### src/rtl/alu_share_ctrl.sv
// -----------------------------------------------------------------------------
// alu_share_ctrl
//
// Shares one combinational ALU between two requesters. A request is accepted
// in IDLE (round-robin when both ports are valid), its fields are registered
// and held on the alu_* outputs for the whole EXEC state, and the ALU result
// is captured into rsp_data and returned to the winning port in RESP.
//
// Handshakes: a transfer happens on a rising clk edge where valid and ready
// are both high. req_ready is only offered in IDLE, to the granted port only.
// rsp_valid stays high, with rsp_data stable, until the owner's rsp_ready is
// seen; the other port's rsp_ready is ignored.
//
// Optional feature (compile-time macro ALU_SHARE_MUL_WAIT_EN):
//   defined   - MUL (opcode 6'b011100) holds EXEC for MUL_CYCLES cycles.
//   undefined - every opcode uses one EXEC cycle; no hold counter exists.
//
// Parameters:
//   DATA_W      operand/result width
//   MUL_CYCLES  EXEC cycles for MUL when the feature is built in (1..15)
//
// Ports:
//   clk, rst_n                  clock, asynchronous active-low reset
//   req_valid/req_ready [1:0]   per-port request handshake
//   req_op1_i, req_op2_i        operands of port i
//   req_opcode_i, req_ar_op_i   opcode / funct fields of port i
//   req_shamt_i                 shift amount of port i
//   alu_op1/op2/opcode/ar_op/shamt  registered fields driven to the ALU
//   alu_result                  ALU data_out_alu
//   rsp_valid/rsp_ready [1:0]   per-port response handshake
//   rsp_data                    result register
//   busy                        high whenever not in IDLE
//   dbg_state                   FSM state (0 IDLE, 1 EXEC, 2 RESP)
// -----------------------------------------------------------------------------
module alu_share_ctrl #(
    parameter int DATA_W     = 32,
    parameter int MUL_CYCLES = 4
) (
    input  logic              clk,
    input  logic              rst_n,
    input  logic [1:0]        req_valid,
    output logic [1:0]        req_ready,
    input  logic [DATA_W-1:0] req_op1_0,
    input  logic [DATA_W-1:0] req_op2_0,
    input  logic [DATA_W-1:0] req_op1_1,
    input  logic [DATA_W-1:0] req_op2_1,
    input  logic [5:0]        req_opcode_0,
    input  logic [5:0]        req_ar_op_0,
    input  logic [5:0]        req_opcode_1,
    input  logic [5:0]        req_ar_op_1,
    input  logic [4:0]        req_shamt_0,
    input  logic [4:0]        req_shamt_1,
    output logic [DATA_W-1:0] alu_op1,
    output logic [DATA_W-1:0] alu_op2,
    output logic [5:0]        alu_opcode,
    output logic [5:0]        alu_ar_op,
    output logic [4:0]        alu_shamt,
    input  logic [DATA_W-1:0] alu_result,
    output logic [1:0]        rsp_valid,
    output logic [DATA_W-1:0] rsp_data,
    input  logic [1:0]        rsp_ready,
    output logic              busy,
    output logic [1:0]        dbg_state
);

    // Out-of-range MUL_CYCLES is a configuration error in either build.
    if (MUL_CYCLES < 1 || MUL_CYCLES > 15) begin : g_bad_mul_cycles
        $error("alu_share_ctrl: MUL_CYCLES must be in 1..15");
    end

    typedef enum logic [1:0] {
        S_IDLE = 2'd0,
        S_EXEC = 2'd1,
        S_RESP = 2'd2
    } state_t;

    state_t            state;
    logic              prio;
    logic              owner;
    logic              busy_q;
    logic [1:0]        rsp_valid_q;
    logic [DATA_W-1:0] op1_q;
    logic [DATA_W-1:0] op2_q;
    logic [5:0]        opcode_q;
    logic [5:0]        ar_op_q;
    logic [4:0]        shamt_q;
    logic [DATA_W-1:0] rsp_data_q;

    // Combinational grant: a lone requester wins, a tie goes to prio.
    logic              grant;
    logic [DATA_W-1:0] sel_op1;
    logic [DATA_W-1:0] sel_op2;
    logic [5:0]        sel_opcode;
    logic [5:0]        sel_ar_op;
    logic [4:0]        sel_shamt;
    logic              exec_done;

    assign grant = (req_valid == 2'b11) ? prio : req_valid[1];

    // rst_n gating keeps req_ready low for the whole reset pulse.
    assign req_ready[0] = rst_n && (state == S_IDLE) && req_valid[0] && !grant;
    assign req_ready[1] = rst_n && (state == S_IDLE) && req_valid[1] && grant;

    assign sel_op1    = grant ? req_op1_1    : req_op1_0;
    assign sel_op2    = grant ? req_op2_1    : req_op2_0;
    assign sel_opcode = grant ? req_opcode_1 : req_opcode_0;
    assign sel_ar_op  = grant ? req_ar_op_1  : req_ar_op_0;
    assign sel_shamt  = grant ? req_shamt_1  : req_shamt_0;

`ifdef ALU_SHARE_MUL_WAIT_EN
    localparam logic [5:0] MUL_OPCODE = 6'b011100;
    localparam logic [3:0] MUL_LOAD   = 4'(MUL_CYCLES - 1);

    // Remaining extra EXEC cycles; the result is taken when it reaches 0.
    logic [3:0] cnt;

    always_ff @(posedge clk or negedge rst_n) begin
        if (!rst_n) begin
            cnt <= 4'd0;
        end else if (state == S_IDLE && (|req_ready)) begin
            cnt <= (sel_opcode == MUL_OPCODE) ? MUL_LOAD : 4'd0;
        end else if (state == S_EXEC && cnt != 4'd0) begin
            cnt <= cnt - 4'd1;
        end
    end

    assign exec_done = (cnt == 4'd0);
`else
    assign exec_done = 1'b1;
`endif

    always_ff @(posedge clk or negedge rst_n) begin
        if (!rst_n) begin
            state       <= S_IDLE;
            prio        <= 1'b0;
            owner       <= 1'b0;
            busy_q      <= 1'b0;
            rsp_valid_q <= 2'b00;
            op1_q       <= '0;
            op2_q       <= '0;
            opcode_q    <= '0;
            ar_op_q     <= '0;
            shamt_q     <= '0;
            rsp_data_q  <= '0;
        end else begin
            case (state)
                S_IDLE: begin
                    if (|req_ready) begin
                        op1_q    <= sel_op1;
                        op2_q    <= sel_op2;
                        opcode_q <= sel_opcode;
                        ar_op_q  <= sel_ar_op;
                        shamt_q  <= sel_shamt;
                        owner    <= grant;
                        prio     <= ~grant;
                        busy_q   <= 1'b1;
                        state    <= S_EXEC;
                    end
                end
                S_EXEC: begin
                    if (exec_done) begin
                        rsp_data_q  <= alu_result;
                        rsp_valid_q <= owner ? 2'b10 : 2'b01;
                        state       <= S_RESP;
                    end
                end
                S_RESP: begin
                    if (rsp_ready[owner]) begin
                        rsp_valid_q <= 2'b00;
                        busy_q      <= 1'b0;
                        state       <= S_IDLE;
                    end
                end
                default: begin
                    rsp_valid_q <= 2'b00;
                    busy_q      <= 1'b0;
                    state       <= S_IDLE;
                end
            endcase
        end
    end

    assign alu_op1    = op1_q;
    assign alu_op2    = op2_q;
    assign alu_opcode = opcode_q;
    assign alu_ar_op  = ar_op_q;
    assign alu_shamt  = shamt_q;
    assign rsp_valid  = rsp_valid_q;
    assign rsp_data   = rsp_data_q;
    assign busy       = busy_q;
    assign dbg_state  = state;

endmodule

### config.mk
export PLATFORM = sky130hd
export DESIGN_NAME = alu_share_ctrl
export DESIGN_NICKNAME = d
export VERILOG_FILES = /design/src/rtl/alu_share_ctrl.sv
export SDC_FILE = /design/constraint.sdc
export NUM_CORES = 1
export LEC_CHECK = 0
export CORE_MARGIN = 3
export CORE_UTILIZATION = 40
export CTS_BUF_LIST = sky130_fd_sc_hd__clkbuf_8
export CTS_CLUSTER_SIZE = 12
export DETAILED_ROUTE_END_ITERATION = 6
export PLACE_DENSITY_LB_ADDON = 0.25
export RECOVER_POWER = 25
export SLEW_MARGIN = 20
export SYNTH_ARGS = -nofsm -noshare
export SYNTH_HDL_FRONTEND = slang
export SYNTH_SLANG_ARGS = --single-unit
### constraint.sdc
create_clock -name clk -period 1.57 [get_ports clk]
set_input_delay 0.2355 -clock clk [delete_from_list [all_inputs] [get_ports clk]]
set_output_delay 0.2355 -clock clk [all_outputs]
set_load 0.01 [all_outputs]
==> results of run 1 <==
-- final cells by class --
type	count	area, µm²
clock inverters	10	42.5
inverters	3	11.3
fillers	929	3660
repair buffers	377	3850
flip-flops and latches	120	3000
clock buffers	20	275
multi-input cells	217	2500
well taps	176	220
-- metal layers --
layer / GRT usage, % / part of all wire, % / up-vias
met2: 43.8 / 53 / 239
met3: 6.23 / 6.3 / 30
met4: 9.38 / 2.4 / 0
met1: 28.0 / 38 / 2519
li1: - / - / 2301
met5: 0 / 0 / -
-- power groups by stage --
stage / sequential (mW) / clock (mW) / combinational (mW)
3_3_place_gp: 5.50 / 0 / 8.45
2_1_floorplan: 6.18 / 0 / 3.33
3_5_place_dp: 5.60 / 0 / 8.63
5_1_grt: 5.72 / 2.49 / 8.77
6_report: 5.52 / 2.28 / 8.28
4_1_cts: 5.51 / 2.35 / 7.85
-- state kept, by name, summed over array words and instances, names as in the netlist --
register / flops
alu_op1: 32
alu_op2: 32
rsp_data: 32
alu_ar_op: 6
alu_opcode: 6
alu_shamt: 5
dbg_state: 2
rsp_valid: 2
busy: 1
owner: 1
prio: 1
-- timing repair --
item | CTS | global route
pin swaps | 5 | 4
hold endpoints to repair | 39 | 0
cloned | 2 | 5
hold buffers | 1 | 0
setup buffers | 3 | 9
resized for setup | 127 | 49
setup endpoints to repair | 149 | 88
-- placed cells by master, fill, tap and decap left out, types with 2 or more instances in the layout --
cell type                         Yosys  routed
sky130_fd_sc_hd__a2bb2oi_1           11       7
sky130_fd_sc_hd__a2bb2oi_2           70      74
sky130_fd_sc_hd__buf_12               0      13
sky130_fd_sc_hd__buf_16               0       2
sky130_fd_sc_hd__buf_4                2      22
sky130_fd_sc_hd__buf_6                8      11
sky130_fd_sc_hd__buf_8                0       4
sky130_fd_sc_hd__clkbuf_16            0       4
sky130_fd_sc_hd__clkbuf_2             0       2
sky130_fd_sc_hd__clkbuf_8             0      20
sky130_fd_sc_hd__clkdlybuf4s50_1      0     199
sky130_fd_sc_hd__clkinv_2             0       4
sky130_fd_sc_hd__dfrtp_1            120     120
sky130_fd_sc_hd__dlygate4sd2_1        0     112
sky130_fd_sc_hd__dlymetal6s2s_1       0       4
sky130_fd_sc_hd__inv_1                2       8
sky130_fd_sc_hd__mux2_1              32      32
sky130_fd_sc_hd__mux2i_1              2       2
sky130_fd_sc_hd__nor2_1               5       3
sky130_fd_sc_hd__o2bb2ai_1            2       2
sky130_fd_sc_hd__o32ai_1             81      74
sky130_fd_sc_hd__o32ai_2              0       7
-- worst min-delay path by stage --
stage	from	to	slack [ns]
finish	rst_n	rsp_valid[0]	0.33
global route	alu_result[26]	rsp_data[26]	0.39
CTS	alu_result[23]	rsp_data[23]	0.36
detailed placement	rst_n	rsp_valid[0]	0.36
global placement	rst_n	owner	0.36
floorplan	rst_n	alu_ar_op[0]	-0.06
-- worst min-delay path: cells and delay by family --
family / cells / cell delay [ns]
buffers and inverters: 3 / 1.10
-- through the flow --
step | std cells | setup TNS [ns]
floorplan | 391 | 0
global placement | 874 | -14.89
detailed placement | 874 | -16.67
CTS | 910 | -0.328
global route | 923 | -1.09
finish | 923 | -0.186
-- kinds of logic (layout without fill, tap and decap cells) --
| logic type | Yosys count | after routing |
|---|---|---|
| compound gates | 172 | 172 |
| buf+inv | 54 | 410 |
| mux | 34 | 34 |
| flops | 120 | 120 |
| simple gates | 11 | 11 |
==> load_flow_metrics.sql, run 1 <==
INSERT INTO impl_metrics (metric_group, metric, value, unit) VALUES
('status', 'outcome', 'complete, but fails checks', ''),
('status', 'violated_checks', 'setup timing', ''),
('global_routing', 'grt_antenna_before_repair', '0', ''),
('sta', 'final.setup_skew', '0.00854', 'ns'),
('setup_path', 'critical_path.startpoint', 'dbg_state[0]', ''),
('pwr', 'power', '16.1', 'mW'),
('yosys', 'netlist_area', '5670', 'µm²'),
('detailed_routing', 'post-route-drc-count', '0', ''),
('pwr', 'p_comb_share', '51.5', '%'),
('detailed_routing', 'antenna_left', '0', ''),
('yosys', 'postSynth.topFlopCell', 'sky130_fd_sc_hd__dfrtp_1', ''),
('yosys', 'asyncSetResetFlopFracSynth', '100', '%'),
('yosys', 'synth_edf_count', '0', ''),
('floorplan', 'fp.dieW', '125', 'µm'),
('setup_path', 'timing.critical_path.depth', '5', ''),
('setup_path', 'worstReg2RegEnd', 'alu_op2[22]', ''),
('placed_design', 'post-place-ws', '-0.311', 'ns'),
('setup_path', 'endpoint', 'req_ready[0]', ''),
('yosys', 'synth_top_cells_by_area', 'sky130_fd_sc_hd__dfrtp_1 53%, sky130_fd_sc_hd__a2bb2oi_2 19%, sky130_fd_sc_hd__o32ai_1 13%, sky130_fd_sc_hd__mux2_1 6.4%, sky130_fd_sc_hd__a2bb2oi_1 1.7%', ''),
('final_layout', 'postLayoutCoreUtil', '73.0', '%'),
('sta', 'highest_achievable_clock_rate', '610', 'MHz'),
('pwr', 'internal_pwr_total', '10.5', 'mW'),
('yosys', 'synth.area.mux_share', '6.70', '%'),
('pwr', 'vdd_ir_drop_max', '691', 'µV'),
('detailed_routing', 'drt-vias-per-instance', '5.51', ''),
('pwr', 'pwr-share-seq', '34.3', '%'),
('worst_hold_path', 'min-delay-path-class', 'primary input to asynchronous set/reset pin', ''),
('detailed_routing', 'drt_iter0_markers', '225', ''),
('yosys', 'synth_simple_gate_area_share', '1.15', '%'),
('placed_design', 'global_placement_routability_congestion', '0.879', ''),
('cts', 'cts_inserted_buffers', '17', ''),
('placed_design', 'placed_cell_area', '9230', 'µm²'),
('setup_path', 'critical_path_data_required_time', '1.33', 'ns'),
('sta', 'hold_violations', '0', ''),
('pwr', 'cellPowerDensity', '1620', 'nW/µm²'),
('setup_path', 'crit_buf_inv', '2', ''),
('placed_design', 'dp_hpwl', '14200', 'µm'),
('setup_path', 'r2r_cells', '8', ''),
('detailed_routing', 'route.vias.total', '5089', ''),
('final_layout', 'syn2layout_area_growth', '74.5', '%'),
('placed_design', 'io_buf_count', '319', ''),
('final_layout', 'nets', '936', ''),
('setup_path', 'critical_path.slowest_cell', 'sky130_fd_sc_hd__dfrtp_1', ''),
('yosys', 'synthMostInstantiatedCell', 'sky130_fd_sc_hd__dfrtp_1', ''),
('sta', 'unrepaired_setup_endpoints_after_global_routing', 'true', ''),
('global_routing', 'grt_pass1_wl', '30200', 'µm'),
('global_routing', 'grt_start_max_net_pins', '82', ''),
('cts', 'cts_clock_pin_slew_for_the_worst_setup_and_hold_paths', '0.07', 'ns'),
('final_layout', 'final_standard_cell_area_without_fillers', '9900', 'µm²'),
('sta', 'final-setup-viol-count', '8', ''),
('floorplan', 'floorplan.core_area', '13600', 'µm²'),
('cts', 'clk_latency', '0.43', 'ns'),
('sta', 'slew_headroom', '25.1', '%'),
('final_layout', 'layout-drive-gt1-share', '23.7', '%'),
('floorplan', 'die_height', '125', 'µm'),
('setup_path', 'worstPathArrival', '1.40', 'ns'),
('yosys', 'post_synth_num_cell_types', '27', ''),
('cts', 'number_of_sinks_driven_by_the_clock_tree', '120', ''),
('setup_path', 'critical_path.cell_chain', 'nor2_2 -> nand2_2 -> buf_6 -> nor2_4 -> buf_6', ''),
('floorplan', 'design.portCount', '320', ''),
('detailed_routing', 'final_wirelength', '19700', 'µm'),
('floorplan', 'floorplan.initialDensity', '41.9', '%'),
('yosys', 'post_synth.cell_area_avg', '14.5', 'µm²'),
('floorplan', 'design.die.area', '15700', 'µm²'),
('setup_path', 'critical-path-max-stage-delay', '0.41', 'ns'),
('global_routing', 'grt_use_total', '24.4', '%'),
('yosys', 'share_of_yosys_cell_area_claimed_by_the_top_area_cell_type', '52.9', '%'),
('pwr', 'netSwitchingFraction', '35.0', '%'),
('setup_path', 'path_max_fanout', '2', ''),
('sta', 'finalWorstSetupSlack', '-0.0688', 'ns'),
('yosys', 'main_combinational_cell_family_by_area_after_synthesis', 'compound AO/OA/AOI/OAI gates', '');
Power figures use the tool's default switching activity.
==> run 2: changes to the inputs <==
- CORE_UTILIZATION: 40 -> 32
==> run 2 against run 1 <==
  * The flow still finishes with violations (setup timing)
  * Register-to-register slack barely moved
  * Count of clock-buffer cells in the layout fell by 3
  * Sequential share of layout area rose by 0.065 points
  * Sequential cell count did not move
  * Final cell count rose by 5.1%
  * Sequential power fell by 0.7%
  * Critical path depth fell by 2
  * Setup slack improved by 0.062 ns
  * Worst hold slack improved by 0.069 ns
  * Clock skew rose by 0.0029 ns
  * Maximum frequency rose by 4.0%
  * Largest power group unchanged
  * Highest routed layer unchanged
==> load_flow_metrics.sql, run 2 (synthesis results as in run 1) <==
INSERT INTO impl_metrics (metric_group, metric, value, unit) VALUES
('status', 'outcome', 'complete, but fails checks', ''),
('status', 'violated_checks', 'setup timing', ''),
('cts', 'cts_inserted_buffers', '17', ''),
('setup_path', 'r2r_setup_slack', '0', 'ns'),
('detailed_routing', 'antenna_left', '0', ''),
('setup_path', 'worstPathArrival', '1.34', 'ns'),
('sta', 'finalWorstSetupSlack', '-0.00639', 'ns'),
('cts', 'number_of_sinks_driven_by_the_clock_tree', '120', ''),
('final_layout', 'most_frequent_cells_in_the_layout', '198 x sky130_fd_sc_hd__clkdlybuf4s50_1, 120 x sky130_fd_sc_hd__dfrtp_1, 117 x sky130_fd_sc_hd__dlygate4sd2_1', ''),
('floorplan', 'die_height', '139', 'µm'),
('final_layout', 'layout-drive-gt1-share', '22.7', '%'),
('cts', 'cts_clock_pin_slew_for_the_worst_setup_and_hold_paths', '0.08', 'ns'),
('floorplan', 'floorplan.initialDensity', '32.7', '%'),
('global_routing', 'global_route.overflow_total', '0', ''),
('pwr', 'power.clock.fraction', '16.9', '%'),
('pwr', 'internal_pwr_total', '10.5', 'mW'),
('cts', 'clk_latency', '0.43', 'ns'),
('worst_hold_path', 'min-delay-path-class', 'primary input to register', ''),
('sta', 'holdWs', '0.401', 'ns'),
('pwr', 'vdd_ir_drop_max', '801', 'µV'),
('floorplan', 'fp.dieW', '139', 'µm'),
('floorplan', 'floorplan.core_area', '17400', 'µm²'),
('pwr', 'netSwitchingPower', '5.71', 'mW'),
('cts', 'cts_tree', 'built', ''),
('setup_path', 'worstReg2RegEnd', 'alu_ar_op[5]', ''),
('detailed_routing', 'firstDrtPassIters', '6', ''),
('setup_path', 'path_max_fanout', '3', ''),
('cts', 'cts.path.max_buffers', '2', ''),
('sta', 'final.setup_skew', '0.0114', 'ns'),
('setup_path', 'critical_path_data_required_time', '1.33', 'ns'),
('setup_path', 'r2r_cells', '7', ''),
('worst_hold_path', 'hold-path-cell-count', '2', ''),
('global_routing', 'grt_use_total', '20.0', '%'),
('pwr', 'cellPowerDensity', '1640', 'nW/µm²'),
('final_layout', 'antennaDiodeCount', '0', ''),
('setup_path', 'end_kind', 'primary output', ''),
('setup_path', 'worst_r2r_startpoint', 'dbg_state[0]', ''),
('setup_path', 'critical_path.startpoint', 'prio', ''),
('worst_hold_path', 'hold-path-endpoint', 'rsp_data[18]', ''),
('placed_design', 'dp_hpwl', '13900', 'µm'),
('cts', 'cts.htree.levels', '4', ''),
('detailed_routing', 'final_wirelength', '19900', 'µm'),
('floorplan', 'design.die.area', '19400', 'µm²'),
('global_routing', 'grt_antenna_before_repair', '0', ''),
('global_routing', 'grt_start_max_net_pins', '53', ''),
('pwr', 'p_comb_share', '49.4', '%'),
('floorplan', 'row_count', '48', ''),
('detailed_routing', 'drt-vias-per-instance', '5.25', ''),
('final_layout', 'mostFrequentLayoutCell', 'sky130_fd_sc_hd__clkdlybuf4s50_1', ''),
('detailed_routing', 'avgRoutedWirePerCell', '20.6', 'µm'),
('cts', 'clock-root-buffer', 'sky130_fd_sc_hd__clkbuf_8', ''),
('sta', 'tightest_slew', '0.893', 'ns'),
('final_layout', 'nets', '932', ''),
('final_layout', 'syn2layout_area_growth', '74.1', '%'),
('detailed_routing', 'drt_iter0_markers', '185', ''),
('setup_path', 'worstSetupStartpointType', 'register', ''),
('setup_path', 'criticalPathCategory', 'register to primary output', ''),
('placed_design', 'placed_cell_area', '9230', 'µm²'),
('pwr', 'netSwitchingFraction', '35.1', '%'),
('sta', 'final-setup-viol-count', '2', ''),
('sta', 'unrepaired_setup_endpoints_after_global_routing', 'true', ''),
('detailed_routing', 'route.vias.total', '5096', ''),
('sta', 'timing.final.crit_share', '100', '%'),
('placed_design', 'global_placement_routability_congestion', '0.840', ''),
('pwr', 'power', '16.2', 'mW'),
('pwr', 'cellLeakagePower', '3.88', 'nW'),
('sta', 'slew_violations', '0', ''),
('global_routing', 'grt_pass1_wl', '30800', 'µm'),
('final_layout', 'final_standard_cell_area_without_fillers', '9880', 'µm²'),
('sta', 'hold_violations', '0', ''),
('sta', 'final_period_minus_worst_setup_slack', '1.58', 'ns'),
('run', 'cap_violations', '0', ''),
('worst_hold_path', 'hold_path.startpoint', 'alu_result[18]', ''),
('detailed_routing', 'post-route-drc-count', '0', ''),
('pwr', 'pwr-share-seq', '33.7', '%'),
('placed_design', 'io_buf_count', '319', ''),
('floorplan', 'design.portCount', '320', ''),
('final_layout', 'fillers', '1435', ''),
('global_routing', 'grt_pass1_vias', '5341', ''),
('sta', 'slew_headroom', '40.5', '%'),
('sta', 'highest_achievable_clock_rate', '634', 'MHz');
-- run 2: cell count changes in the layout (fill, tap and decap cells not counted), moves of 5 or more --
cell | previous run | this run
sky130_fd_sc_hd__o32ai_1 | 74 | 81
sky130_fd_sc_hd__o32ai_2 | 7 | 0
sky130_fd_sc_hd__dlygate4sd2_1 | 112 | 117
sky130_fd_sc_hd__inv_1 | 8 | 3
-- run 2: repair_timing --
action	in CTS	in global routing
pin swaps	2	4
resized for setup	138	20
hold buffers	1	0
gates cloned	6	4
hold endpoints to repair	74	0
setup endpoints to repair	181	104
buffers inserted	8	6
-- run 2: cell type report --
type | instances | area (µm²) | area share (%)
inverter | 3 | 11.3 | 0.114
clock buffer | 17 | 234 | 2.37
tap | 225 | 282 | 2.85
multi-input combinational | 218 | 2460 | 24.9
timing repair buffer | 372 | 3740 | 37.9
sequential | 120 | 3000 | 30.4
clock inverter | 15 | 153 | 1.54
-- run 2: routing by layer --
| layer | global-route usage, % | vias to the layer above | part of all wire (%) |
|---|---|---|---|
| li1 | - | 2302 | - |
| met2 | 33.8 | 228 | 51 |
| met3 | 5.14 | 37 | 5.8 |
| met4 | 7.11 | 0 | 2.8 |
| met5 | 0 | - | 0 |
| met1 | 24.8 | 2529 | 41 |
-- run 2: worst max-delay path, stage by stage, from the launching register on --
cell	delay, ns
sky130_fd_sc_hd__dfrtp_1	0.43
sky130_fd_sc_hd__a21bo_2	0.23
sky130_fd_sc_hd__nor2_1	0.10
sky130_fd_sc_hd__buf_2	0.15
-- run 2: how the worst max path moves through the flow --
stage,cells past startpoint,endpoint,slack [ns]
finish,3,req_ready[0],-0.006
global route,4,req_ready[1],-0.11
CTS,3,req_ready[0],-0.04
detailed placement,6,alu_shamt[0],-0.34
global placement,4,req_ready[0],-0.33
floorplan,5,rsp_data[10],0.1
-- run 2: through the flow --
| step | setup TNS [ns] | util (%) | cells | setup WS, ns |
|---|---|---|---|---|
| after detailed placement | -18.38 | 53.2 | 917 | -0.335 |
| after global placement | -15.98 | 53.2 | 917 | -0.333 |
| after global routing | -1.44 | 56.9 | 970 | -0.115 |
| after CTS | -0.333 | 56.0 | 964 | -0.0443 |
| after floorplan | 0 | - | 391 | 0.0989 |
| final | -0.00895 | 56.9 | 970 | -0.00639 |
-- run 2: power groups by stage --
stage / Sequential, mW / Clock, mW / Combinational (mW)
2_1_floorplan: 6.18 / 0 / 3.33
3_3_place_gp: 5.51 / 0 / 8.35
3_5_place_dp: 5.58 / 0 / 8.49
4_1_cts: 5.48 / 2.83 / 7.87
5_1_grt: 5.67 / 2.96 / 8.55
6_report: 5.48 / 2.74 / 8.03
